### config.mk
export PLATFORM = sky130hd
export DESIGN_NAME = haar_coef_serializer_flat
export DESIGN_NICKNAME = d
export VERILOG_FILES = /design/src/rtl/haar_coef_serializer_if.sv /design/src/rtl/haar_coef_serializer.sv /design/src/flat_wrapper.sv
export SDC_FILE = /design/constraint.sdc
export NUM_CORES = 1
export LEC_CHECK = 0
export CORE_ASPECT_RATIO = 1.2
export CORE_UTILIZATION = 59
export DETAILED_ROUTE_END_ITERATION = 10
export GPL_TIMING_DRIVEN = 0
export PLACE_DENSITY = 0.85
export REMOVE_ABC_BUFFERS = 1
export SETUP_SLACK_MARGIN = 0.02
export SYNTH_ARGS = -nofsm -noshare
export SYNTH_HDL_FRONTEND = slang
export SYNTH_SLANG_ARGS = --single-unit
### constraint.sdc
create_clock -name clk -period 2.97 [get_ports clk]
set_input_delay 0.594 -clock clk [delete_from_list [all_inputs] [get_ports clk]]
set_output_delay 0.594 -clock clk [all_outputs]
set_load 0.01 [all_outputs]
### src/rtl/haar_coef_serializer_if.sv
// Output stream of the Haar coefficient serializer: one tagged coefficient
// per transfer under valid/ready flow control.
//   outValid   - head entry valid (master -> slave)
//   outReady   - slave accepts the head this cycle (slave -> master)
//   outData    - signed coefficient at the head
//   outChannel - channel index of the head coefficient
interface haar_coef_serializer_if #(
    parameter int WIDTH    = 16,
    parameter int CH_WIDTH = 4
);
    logic                outValid;
    logic                outReady;
    logic [WIDTH-1:0]    outData;
    logic [CH_WIDTH-1:0] outChannel;

    modport master (output outValid, output outData, output outChannel, input outReady);
    modport slave  (input outValid, input outData, input outChannel, output outReady);
endinterface

### src/rtl/haar_coef_serializer.sv
// Collects the multirate outputs of the Haar analysis filter bank and emits
// them as a single tagged stream. Each channel has a one-deep holding
// register with a pending flag; a fixed-priority arbiter (lowest channel
// first) moves at most one pending coefficient per cycle into a show-ahead
// FIFO, whose head drives the output stream.
// Ports:
//   clk          - system clock, rising edge
//   rstN         - synchronous active-low reset
//   inStrobes    - per-channel new-sample strobes (channel 0 = final low-pass)
//   dataIn       - packed words, channel k at [WIDTH*k +: WIDTH]
//   out_if       - tagged output stream (master side)
//   fifoCount    - current FIFO occupancy
//   overflow     - sticky flag: a coefficient was overwritten before queuing
//   clrOverflow  - clears overflow (a same-cycle new loss keeps it set)
module haar_coef_serializer #(
    parameter int STAGES     = 4,
    parameter int WIDTH      = 16,
    parameter int FIFO_DEPTH = 16,
    parameter int CH_WIDTH   = 4
) (
    input  logic                            clk,
    input  logic                            rstN,
    input  logic [STAGES:0]                 inStrobes,
    input  logic [WIDTH*(STAGES+1)-1:0]     dataIn,
    haar_coef_serializer_if.master          out_if,
    output logic [$clog2(FIFO_DEPTH):0]     fifoCount,
    output logic                            overflow,
    input  logic                            clrOverflow
);
    localparam int NCH     = STAGES + 1;
    localparam int ADDR_W  = $clog2(FIFO_DEPTH);
    localparam int CNT_W   = ADDR_W + 1;
    localparam int ENTRY_W = CH_WIDTH + WIDTH;

    logic [WIDTH-1:0]   hold [NCH];
    logic [NCH-1:0]     pend;

    logic [ENTRY_W-1:0] mem [FIFO_DEPTH];
    logic [ADDR_W-1:0]  wr_ptr;
    logic [ADDR_W-1:0]  rd_ptr;
    logic [CNT_W-1:0]   count;

    logic                sel_found;
    logic [CH_WIDTH-1:0] sel_idx;
    logic [WIDTH-1:0]    sel_data;
    logic                push;
    logic                pop;
    logic [NCH-1:0]      push_mask;
    logic                ovf_set;

    // Fixed priority: scanning downwards leaves the lowest pending channel selected.
    always_comb begin
        sel_found = 1'b0;
        sel_idx   = '0;
        sel_data  = '0;
        for (int k = NCH - 1; k >= 0; k--) begin
            if (pend[k]) begin
                sel_found = 1'b1;
                sel_idx   = CH_WIDTH'(k);
                sel_data  = hold[k];
            end
        end
    end

    // Push decision uses the start-of-cycle count, so a full FIFO never
    // accepts a push even when it is popped in the same cycle.
    assign push      = sel_found && (count < CNT_W'(FIFO_DEPTH));
    assign pop       = out_if.outValid && out_if.outReady;
    assign push_mask = push ? (NCH'(1) << sel_idx) : '0;
    // A new strobe on a still-pending channel loses the older value, unless
    // that older value is being queued in this very cycle.
    assign ovf_set   = |(inStrobes & pend & ~push_mask);

    assign out_if.outValid   = (count != '0);
    assign out_if.outData    = mem[rd_ptr][WIDTH-1:0];
    assign out_if.outChannel = mem[rd_ptr][ENTRY_W-1:WIDTH];
    assign fifoCount         = count;

    always_ff @(posedge clk) begin
        if (!rstN) begin
            pend     <= '0;
            overflow <= 1'b0;
            wr_ptr   <= '0;
            rd_ptr   <= '0;
            count    <= '0;
            for (int k = 0; k < NCH; k++) begin
                hold[k] <= '0;
            end
            for (int i = 0; i < FIFO_DEPTH; i++) begin
                mem[i] <= '0;
            end
        end else begin
            for (int k = 0; k < NCH; k++) begin
                if (inStrobes[k]) begin
                    hold[k] <= dataIn[WIDTH*k +: WIDTH];
                    pend[k] <= 1'b1;
                end else if (push_mask[k]) begin
                    pend[k] <= 1'b0;
                end
            end

            if (push) begin
                mem[wr_ptr] <= {sel_idx, sel_data};
                wr_ptr      <= wr_ptr + 1'b1;
            end
            if (pop) begin
                rd_ptr <= rd_ptr + 1'b1;
            end

            case ({push, pop})
                2'b10:   count <= count + 1'b1;
                2'b01:   count <= count - 1'b1;
                default: count <= count;
            endcase

            if (ovf_set) begin
                overflow <= 1'b1;
            end else if (clrOverflow) begin
                overflow <= 1'b0;
            end
        end
    end
endmodule
### src/flat_wrapper.sv
// flat-port wrapper written by rule: the top's interface ports become plain ports
module haar_coef_serializer_flat 
#(
    parameter int STAGES     = 4,
    parameter int WIDTH      = 16,
    parameter int FIFO_DEPTH = 16,
    parameter int CH_WIDTH   = 4
)
  (clk, rstN, inStrobes, dataIn, fifoCount, overflow, clrOverflow, out_if_outValid, out_if_outData, out_if_outChannel, out_if_outReady);
  haar_coef_serializer_if #(.WIDTH(WIDTH), .CH_WIDTH(CH_WIDTH)) out_if_i ();
  input  logic clk;
  input  logic rstN;
  input  logic [STAGES:0] inStrobes;
  input  logic [WIDTH*(STAGES+1)-1:0] dataIn;
  output logic [$clog2(FIFO_DEPTH):0] fifoCount;
  output logic overflow;
  input  logic clrOverflow;
  output wire logic [$bits(out_if_i.outValid)-1:0] out_if_outValid;
  output wire logic [$bits(out_if_i.outData)-1:0] out_if_outData;
  output wire logic [$bits(out_if_i.outChannel)-1:0] out_if_outChannel;
  input wire logic [$bits(out_if_i.outReady)-1:0] out_if_outReady;
  assign out_if_outValid = out_if_i.outValid;
  assign out_if_outData = out_if_i.outData;
  assign out_if_outChannel = out_if_i.outChannel;
  assign out_if_i.outReady = out_if_outReady;
  haar_coef_serializer #(.STAGES(STAGES), .WIDTH(WIDTH), .FIFO_DEPTH(FIFO_DEPTH), .CH_WIDTH(CH_WIDTH)) u_core (.clk(clk), .rstN(rstN), .inStrobes(inStrobes), .dataIn(dataIn), .out_if(out_if_i), .fifoCount(fifoCount), .overflow(overflow), .clrOverflow(clrOverflow));
endmodule
==> results of run 1 <==
[worst min-delay path: cells and delay by family, from the launching register on]
| kind | cells | cell delay (ns) |
|---|---|---|
| compound gates | 2 | 0.14 |
| flops | 1 | 0.31 |
[routing by layer]
layer | track usage, % | up-vias | part of all wire [%]
met5 | 0 | - | 0
met4 | 15.3 | 0 | 5.4
met3 | 4.19 | 188 | 9.5
met2 | 51.8 | 873 | 52
met1 | 33.9 | 5624 | 33
li1 | - | 4852 | -
[through the flow]
stage          hold WS [ns]  setup WS [ns]
5_1_grt               0.524        -0.0382
2_1_floorplan         0.459          -1.78
4_1_cts               0.507         -0.212
3_3_place_gp          0.483          -3.69
6_report              0.516        0.00688
3_5_place_dp          0.493          -2.79
[state kept, by name, indices dropped and copies added, names as in the netlist, named ones only]
name / count
u_core.fifoCount: 5
u_core.hold: 80
u_core.mem: 304
u_core.overflow: 1
u_core.pend: 5
u_core.rd_ptr: 4
u_core.wr_ptr: 4
[final cells by class]
| type | instances | area (sq um) | area share [%] |
|---|---|---|---|
| clock buffers | 50 | 1060 | 4.93 |
| clock inverters | 20 | 188 | 0.874 |
| inverters | 25 | 93.8 | 0.437 |
| multi-input cells | 719 | 5760 | 26.8 |
| flip-flops and latches | 407 | 12000 | 55.9 |
| well taps | 390 | 488 | 2.27 |
| repair buffers | 186 | 1900 | 8.82 |
[timing repair]
item	CTS	global route
setup buffers	27	35
resized for setup	120	59
endpoints found under the setup margin	635	270
pin swaps	12	24
cloned	9	2
[cells in the final DEF, fill, tap and decap left out, drive strengths merged, types with 3 or more instances in the layout]
cell type      Yosys  routed
ha                 8       8
o21ai              8       8
clkdlybuf4s50      0      94
edfxtp           384     384
buf               56      78
bufinv             0       4
clkinv             0      16
a222oi            16      16
nand2             41      41
dfxtp             23      23
a31oi              3       3
or3                7       7
nand2b             9       9
nor2             337     337
nand4              5       9
and2              85      85
nand3             15      16
o21a               3       3
a221o             16      16
xor2               6       6
a21oi             10      11
clkbuf            52      61
mux4              76      76
nor2b              5       5
a22oi             38      38
mux2i              5       5
inv               25      25
[final timing paths]
path | to | start | slack, ns | cells after the start
max | out_if_outData[8] | flop | 0.007 | 6
min | u_core.rd_ptr[3] | u_core.rd_ptr[3] | 0.52 | 2
max reg2reg | u_core.mem[10][18] | u_core.wr_ptr[3] | 0.05 | 3
min reg2reg | u_core.rd_ptr[3] | u_core.rd_ptr[3] | 0.52 | 2
[kinds of logic (layout without fill, tap and decap cells)]
logic type,Yosys count,after routing
simple gates,510,515
mux,82,82
fa+ha+maj,8,8
buf+inv,133,281
xor+xnor,8,8
flops,407,407
compound gates,104,105
other cells,1,1
[power by group through the flow]
| stage | registers [mW] | clock network [mW] | logic [mW] |
|---|---|---|---|
| 6_report | 7.08 | 4.97 | 4.07 |
| 5_1_grt | 7.12 | 5.16 | 4.28 |
| 4_1_cts | 7.06 | 4.93 | 3.58 |
| 3_5_place_dp | 7.31 | 0 | 2.96 |
| 3_3_place_gp | 7.42 | 0 | 2.83 |
| 2_1_floorplan | 7.28 | 0 | 1.88 |
==> flow_metrics.py, run 1 <==
metrics = {
    "setup_path": {
        "crit_required_ns": 2.38,
        "cp-start-kind": "flop",
        "slowest_delay_ns": 0.53,
        "critPathKind": "flop to output port",
        "path_cells": "buf_4 > buf_12 > mux4_2 > a22oi_2 > nand2_1 > clkdlybuf4s15_1",
        "critPathCaptureType": "output port",
        "cpLargestDelayFamily": "multiplexers",
        "crit_arrival_ns": 2.37,
        "crit_slowest_cell": "mux4_2",
        "critPathMaxFanout": 10,
        "path_buf_inv": 3,
    },
    "sta": {
        "slew_headroom_pct": 7.35,
        "tightest_slew_ns": 1.38,
        "fin_skew_ns": 0.0158,
        "slew_violations": 0,
        "fin_crit_sh_pct": 99.8,
        "fmax_mhz": 337,
        "setup_viol": 0,
        "period_minus_slack_ns": 2.96,
        "final_hold_viol_count": 0,
        "rsz0062_at_grt": "yes",
        "fin_tns_setup_ns": 0,
    },
    "global_route": {
        "grt_pass1_wl_microns": 66200,
        "grt_pass1_vias": 11500,
        "antenna_found_initial": 0,
        "grt_remaining_overflow": 0,
        "grt_max_degree": 71,
        "track_usage_pct": 29.0,
    },
    "placed_design": {
        "numPortBuffers": 114,
        "hpwlAfterDp_microns": 24000,
        "placed_cell_area_sq_mm": 0.0191,
        "gp_congestion": 0.775,
        "dp.cells": 1654,
    },
    "floorplan": {
        "die_w_microns": 161,
        "dieArea_sq_mm": 0.0310,
        "io-pin-count": 116,
        "core_sq_mm": 0.0297,
        "die-height_microns": 193,
        "placementRows": 69,
        "initial_core_util_pct": 60.2,
    },
    "route": {
        "drt_first_iter_violations": 1256,
        "post_drt_wl_per_cell_microns": 25.8,
        "antenna_left": 0,
        "routed_via_density": 6.42,
        "num_vias": 11500,
        "drcViolationCount": 0,
        "drt_wl_total_microns": 46400,
        "first_pass_iters": 5,
    },
    "layout": {
        "layoutNonFillerInstCount": 1797,
        "drive_gt1_share_pct": 27.8,
        "final_nets": 1475,
        "finish.utilization_pct": 72.3,
        "final_area_sq_mm": 0.0215,
        "syn2layout_area_growth_pct": 20.2,
        "filler_cell_count": 1743,
        "diodes": 0,
    },
    "clock_network": {
        "clk_pin_slew_ns": 0.06,
        "clockRootBuffer": "clkbuf_16",
        "clk_latency_ns": 0.54,
        "clk_path_buf_depth": 3,
        "cts_buffers": 39,
        "cts_tree": "yes",
        "clock_sinks": 407,
        "htree_levels": 2,
        "postCtsHoldBufs": 0,
    },
    "yosys": {
        "synth_top_family_by_area": "simple AND/OR/NAND/NOR gates",
        "synth_xor_area_share_pct": 0.392,
        "yosysUniqueCellTypes": 48,
        "ys.flop_type": "edfxtp_1",
        "synth_compound_area_share_pct": 4.67,
        "syn_area_sq_mm": 0.0179,
        "synth_top_area_share_pct": 64.5,
        "synth_area_leaders": "edfxtp_1 (65%), mux4_2 (9.6%), nor2_1 (5.2%), nor2_2 (3.1%), and2_1 (3.0%)",
        "synth_seq_cells": 407,
        "synth.area.mux_share_pct": 9.92,
        "async_reset_ff_share_pct": 0,
        "syn_area_per_cell_sq_um": 14.3,
        "synth_top_area_cell": "edfxtp_1",
        "synthTopCellsByCount": "edfxtp_1 (384), nor2_1 (247), nor2_2 (90)",
        "synth-simple-area-share_pct": 13.8,
        "synth-edff-count": 384,
        "ys_warn_count": 0,
        "yosys.area_share.adder_pct": 0.560,
        "synth_most_common_cell": "edfxtp_1",
        "yosysSeqAreaShare_pct": 67.1,
        "postSynthCellCount": 1253,
    },
    "power_and_ir_drop": {
        "p_clk_share_pct": 30.8,
        "power_switching_mw": 4.56,
        "p_per_area_mw_per_mm2": 751,
        "combPwrFrac_pct": 25.2,
        "p_seq_share_pct": 43.9,
        "p_sw_share_pct": 28.3,
        "power.leakage_nw": 7.55,
        "power.total_mw": 16.1,
        "ir_worst_vdd_mv": 0.382,
        "p_int_mw": 11.6,
    },
    "worst_hold_path": {
        "hold_class": "flop to flop",
    },
    "status": {
        "status": "finished, final reports clean",
    },
    "job": {
        "maxCapViolations": 0,
    },
}
(Power assumes the default switching activity.)
==> run 2: changes to the inputs <==
--- a/config.mk
+++ b/config.mk
@@ -5,6 +5,7 @@
 export SDC_FILE = /design/constraint.sdc
 export NUM_CORES = 1
 export LEC_CHECK = 0
+export CAP_MARGIN = 30
 export CORE_ASPECT_RATIO = 1.2
 export CORE_UTILIZATION = 59
 export DETAILED_ROUTE_END_ITERATION = 10
==> flow_metrics.py, run 2 (synthesized netlist as in run 1, its figures left out) <==
metrics = {
    "status": {
        "status": "finished with violations",
        "violations": "negative setup slack",
    },
    "route": {
        "first_pass_iters": 6,
        "routed_via_density": 6.26,
        "drt_wl_total_microns": 44100,
        "antenna_left": 0,
        "num_vias": 11200,
        "drt_first_iter_violations": 1224,
        "drcViolationCount": 0,
        "post_drt_wl_per_cell_microns": 24.6,
    },
    "floorplan": {
        "dieArea_sq_mm": 0.0310,
        "die-height_microns": 193,
        "initial_core_util_pct": 60.2,
        "io-pin-count": 116,
        "placementRows": 69,
        "core_sq_mm": 0.0297,
        "die_w_microns": 161,
    },
    "clock_network": {
        "clk_pin_slew_ns": 0.07,
        "postCtsHoldBufs": 0,
        "cts_buffers": 38,
        "clock_sinks": 407,
        "clk_path_buf_depth": 3,
        "cts_tree": "yes",
        "htree_levels": 2,
        "clockRootBuffer": "clkbuf_16",
        "clk_latency_ns": 0.54,
    },
    "sta": {
        "fin_crit_sh_pct": 101,
        "rsz0062_at_grt": "yes",
        "slew_headroom_pct": 38.9,
        "fin_tns_setup_ns": -0.0335,
        "setup_viol": 3,
        "final_hold_viol_count": 0,
        "period_minus_slack_ns": 3.00,
        "tightest_slew_ns": 0.916,
        "fin_skew_ns": 0.0224,
        "fmax_mhz": 333,
        "slew_violations": 0,
        "layout_setup_ws_ns": -0.0309,
    },
    "layout": {
        "ff_latch_area_sq_mm": 0.0120,
        "multi_input_area_sq_mm": 0.00553,
        "syn2layout_area_growth_pct": 20.2,
        "final_cell_mix": "edfxtp_1 (384), nor2_1 (245), clkdlybuf4s50_1 (94), nor2_2 (92), and2_1 (84)",
        "largest_reg_flops": 304,
        "final_area_sq_mm": 0.0215,
        "drive_gt1_share_pct": 27.7,
        "largestRegisters": "u_core.mem: 304 flops, u_core.hold: 80 flops",
        "final_common_cell": "edfxtp_1",
        "diodes": 0,
        "largest_register": "u_core.mem",
        "layoutNonFillerInstCount": 1794,
        "final_nets": 1474,
        "filler_cell_count": 1764,
    },
    "job": {
        "maxCapViolations": 0,
    },
    "power_and_ir_drop": {
        "power_switching_mw": 4.40,
        "power.leakage_nw": 7.60,
        "ir_worst_vdd_mv": 0.436,
        "p_seq_share_pct": 44.5,
        "combPwrFrac_pct": 24.3,
        "p_clk_share_pct": 31.2,
        "p_sw_share_pct": 27.7,
        "p_per_area_mw_per_mm2": 739,
        "p_int_mw": 11.5,
    },
    "placed_design": {
        "gp_congestion": 0.775,
        "dp.cells": 1682,
        "placed_cell_area_sq_mm": 0.0195,
        "hpwlAfterDp_microns": 26400,
        "numPortBuffers": 114,
    },
    "setup_path": {
        "critPathCaptureType": "output port",
        "cp-start-kind": "flop",
        "crit_arrival_ns": 2.41,
        "critPathMaxFanout": 10,
        "crit_required_ns": 2.38,
        "critPathKind": "flop to output port",
    },
    "global_route": {
        "track_usage_pct": 28.7,
        "grt_pass1_wl_microns": 65800,
        "grt_pass1_vias": 11400,
        "grt_max_degree": 71,
        "grt_remaining_overflow": 0,
        "antenna_found_initial": 1,
    },
    "worst_hold_path": {
        "hold_class": "flop to flop",
    },
}
==> run 2: cell types whose count changed in the layout (fill, tap and decap cells not counted), moves of 7 or more <==
cell     previous run  this run
nand2_4            16         6
nand2_2             2        12
nand3_2             1         8
buf_8               3        21
buf_4              46        31
nand3_4            11         0
==> run 2: worst paths after layout <==
check                                 startpoint                 end  slack [ns]  depth (start not counted)
worst min register to register  u_core.rd_ptr[3]    u_core.rd_ptr[3]        0.51                          2
worst max register to register    u_core.pend[3]    u_core.mem[1][6]        0.07                          6
worst max-delay path                        flop  out_if_outData[12]       -0.03                          8
worst min-delay path            u_core.rd_ptr[3]    u_core.rd_ptr[3]        0.51                          2
==> run 2: power groups by stage <==
stage / logic, mW / registers (mW) / clock network, mW
after floorplan: 1.88 / 7.28 / 0
after global placement: 2.83 / 7.42 / 0
after detailed placement: 3.08 / 7.30 / 0
after CTS: 3.66 / 7.05 / 4.92
after global routing: 4.06 / 7.10 / 5.17
final: 3.85 / 7.07 / 4.96
==> run 2: layer usage <==
layer	share of wire [%]	vias to the layer above	track usage (%)
met5	0.023	-	0
met4	5.2	2	16.7
met3	8.3	167	4.08
met2	53	767	51.5
met1	34	5473	32.9
li1	-	4829	-
==> run 2: through the flow <==
step	setup slack [ns]	power (mW)	hold slack [ns]	util [%]
2_1_floorplan	-1.78	9.16	0.459	-
3_3_place_gp	-3.69	10.3	0.483	63.8
6_report	-0.0309	15.9	0.509	72.4
3_5_place_dp	-1.30	10.4	0.498	65.8
4_1_cts	-0.0932	15.6	0.505	71.9
5_1_grt	-0.0729	16.3	0.530	72.4
==> run 2: worst max-delay path, stage by stage (launching register included) <==
cell and delay [ns]:
dfxtp_4 0.40, buf_12 0.14, buf_16 0.15, buf_8 0.12, buf_6 0.09, mux4_2 0.49, a22oi_2 0.21, nand2_1 0.10
buf_2 0.15
==> run 2: timing repair <==
item                       4_1_cts  5_1_grt
setup endpoints to repair      527       51
setup buffers                   24       21
resized for setup              123       26
cloned                           2        0
pin swaps                       14       19
==> run 2: layout make-up <==
cell class,instances,share of cell area (%)
Tap cell,390,2.27
Timing Repair Buffer,192,9.93
Clock inverter,18,0.867
Inverter,25,0.437
Sequential cell,407,55.9
Clock buffer,49,4.91
Multi-Input combinational cell,713,25.7
==> run 3: changes to the inputs <==
--- a/config.mk
+++ b/config.mk
@@ -6,11 +6,11 @@
 export NUM_CORES = 1
 export LEC_CHECK = 0
 export CAP_MARGIN = 30
-export CORE_ASPECT_RATIO = 1.2
-export CORE_UTILIZATION = 59
+export CORE_ASPECT_RATIO = 1.75
+export CORE_UTILIZATION = 64
 export DETAILED_ROUTE_END_ITERATION = 10
 export GPL_TIMING_DRIVEN = 0
-export PLACE_DENSITY = 0.85
+export PLACE_DENSITY = 0.9
 export REMOVE_ABC_BUFFERS = 1
 export SETUP_SLACK_MARGIN = 0.02
 export SYNTH_ARGS = -nofsm -noshare
==> constraint.sdc (replaced) <==
create_clock -name clk -period 3.6 [get_ports clk]
set_input_delay 0.72 -clock clk [delete_from_list [all_inputs] [get_ports clk]]
set_output_delay 0.72 -clock clk [all_outputs]
set_load 0.01 [all_outputs]
==> flow_metrics.py, run 3 (synthesized netlist as in run 1, its figures left out) <==
metrics = {
    "sta": {
        "slew_headroom_pct": 33.8,
        "fmax_mhz": 282,
        "layout_setup_ws_ns": 0.0569,
        "setup_viol": 0,
        "final_hold_viol_count": 0,
        "hold_slack_ns": 0.554,
        "slew_violations": 0,
        "fin_skew_ns": 0.0152,
        "fin_crit_sh_pct": 98.4,
        "tightest_slew_ns": 0.990,
        "fin_tns_setup_ns": 0,
        "period_minus_slack_ns": 3.54,
        "rsz0062_at_grt": "yes",
    },
    "route": {
        "routed_via_density": 6.69,
        "drt_wl_total_microns": 45500,
        "num_vias": 11600,
        "post_drt_wl_per_cell_microns": 26.3,
        "antenna_left": 0,
        "first_pass_iters": 6,
        "drcViolationCount": 0,
        "drt_first_iter_violations": 1411,
    },
    "layout": {
        "diodes": 0,
        "final_common_cell": "edfxtp_1",
        "largest_reg_flops": 304,
        "syn2layout_area_growth_pct": 17.2,
        "final_cell_mix": "edfxtp_1 (384), nor2_1 (245), clkdlybuf4s50_1 (113), nor2_2 (92), and2_1 (85)",
        "final_nets": 1434,
        "largest_register": "u_core.mem",
        "drive_gt1_share_pct": 21.3,
        "largestRegisters": "u_core.mem: 304 flops, u_core.hold: 80 flops",
        "layoutNonFillerInstCount": 1728,
    },
    "placed_design": {
        "numPortBuffers": 114,
        "gp_congestion": 0.793,
        "dp.cells": 1654,
        "hpwlAfterDp_microns": 28000,
        "dp_slack_ns": -1.11,
    },
    "clock_network": {
        "cts_tree": "yes",
        "clk_path_buf_depth": 3,
        "htree_levels": 2,
        "clockRootBuffer": "clkbuf_16",
        "clock_sinks": 407,
        "clk_pin_slew_ns": 0.07,
        "cts_buffers": 34,
        "clk_latency_ns": 0.53,
    },
    "floorplan": {
        "dieArea_sq_mm": 0.0286,
        "initial_core_util_pct": 65.4,
        "io-pin-count": 116,
        "die_w_microns": 128,
        "die-height_microns": 223,
        "core_sq_mm": 0.0273,
        "placementRows": 80,
    },
    "setup_path": {
        "crit_required_ns": 2.88,
        "cpLargestDelayFamily": "buffers and inverters",
        "worst_path_most_repeated_cell": "buf_16",
        "path_cells": "buf_16 > buf_16 > mux4_2 > a22oi_1 > nand2_1 > clkdlybuf4s50_1",
        "crit_arrival_ns": 2.82,
        "cp-start-kind": "flop",
        "critPathCaptureType": "output port",
        "slowest_delay_ns": 0.53,
        "path_buf_inv": 3,
        "critPathKind": "flop to output port",
        "critPathMaxFanout": 15,
        "crit_slowest_cell": "clkdlybuf4s50_1",
    },
    "global_route": {
        "grt_pass1_wl_microns": 68900,
        "track_usage_pct": 33.2,
        "grt_max_degree": 66,
        "antenna_found_initial": 0,
        "grt_pass1_vias": 12000,
        "grt_remaining_overflow": 0,
    },
    "status": {
        "status": "finished, final reports clean",
    },
    "job": {
        "maxCapViolations": 0,
    },
    "power_and_ir_drop": {
        "power.leakage_nw": 7.34,
        "ir_worst_vdd_mv": 0.475,
        "p_per_area_mw_per_mm2": 612,
    },
    "worst_hold_path": {
        "hold_class": "flop to flop",
    },
}
-- run 3: changes by cell type in the layout (fill, tap and decap cells not counted), moves of 9 or more --
cell / change
clkdlybuf4s50_1: +19
buf_6: -9
buf_4: -22
a22oi_2: -23
a22oi_1: +23
buf_8: -10
-- run 3: worst paths after layout --
path | startpoint | endpoint | slack (ns) | cells past startpoint
hold / removal | u_core.rd_ptr[3] | flop | 0.55 | 2
setup reg to reg | u_core.pend[0] | u_core.mem[9][5] | 0.10 | 6
setup / recovery | flop | out_if_outChannel[2] | 0.06 | 6
hold reg to reg | u_core.rd_ptr[3] | flop | 0.55 | 2
-- run 3: metal layers --
layer,part of all wire (%),track usage [%],vias up,routed length (microns)
met5,0,0,-,0
li1,-,-,4764,-
met4,8.0,24.0,0,3620
met3,7.9,4.48,255,3600
met2,54,59.8,954,24600
met1,30,35.1,5583,13700
-- run 3: where the power goes --
part / internal [mW] / switching, mW / leakage [nW] / total [mW]
registers: 5.60 / 0.277 / 4.19 / 5.87
logic: 1.39 / 1.57 / 2.58 / 2.96
clock network: 2.31 / 1.67 / 0.579 / 3.98
-- run 3: cell type report --
cell class	count	area, sq um
sequential	407	12000
fill	1358	6380
multi-input combinational	717	5370
timing repair buffer	152	1840
clock buffer	40	905
tap	369	462
clock inverter	18	269
inverter	25	93.8
-- run 3: worst reg2reg max path, cell delays in order, from the launching register on --
cell and delay (ns):
dfxtp_2 0.64, nor2_1 0.32, a21oi_4 0.48, buf_4 0.33, nand3_1 0.63, nand2_2 0.58, buf_8 0.22
-- run 3: repair_timing --
item                                    in CTS  in global routing
endpoints found under the setup margin     306                 35
hold endpoints to repair                     0                  0
cloned                                       6                  1
buffers inserted                             2                  5
pin swaps                                    1                  0
hold buffers                                 0                  0
resized for setup                           25                  2
-- run 3: stage by stage --
step	util (%)	power (mW)	instance area, sq um
final	76.7	12.8	20900
after global routing	76.7	13.1	20900
after CTS	76.3	12.7	20800
after detailed placement	71.3	8.61	19500
after global placement	69.3	8.42	18900
after floorplan	-	7.56	17300
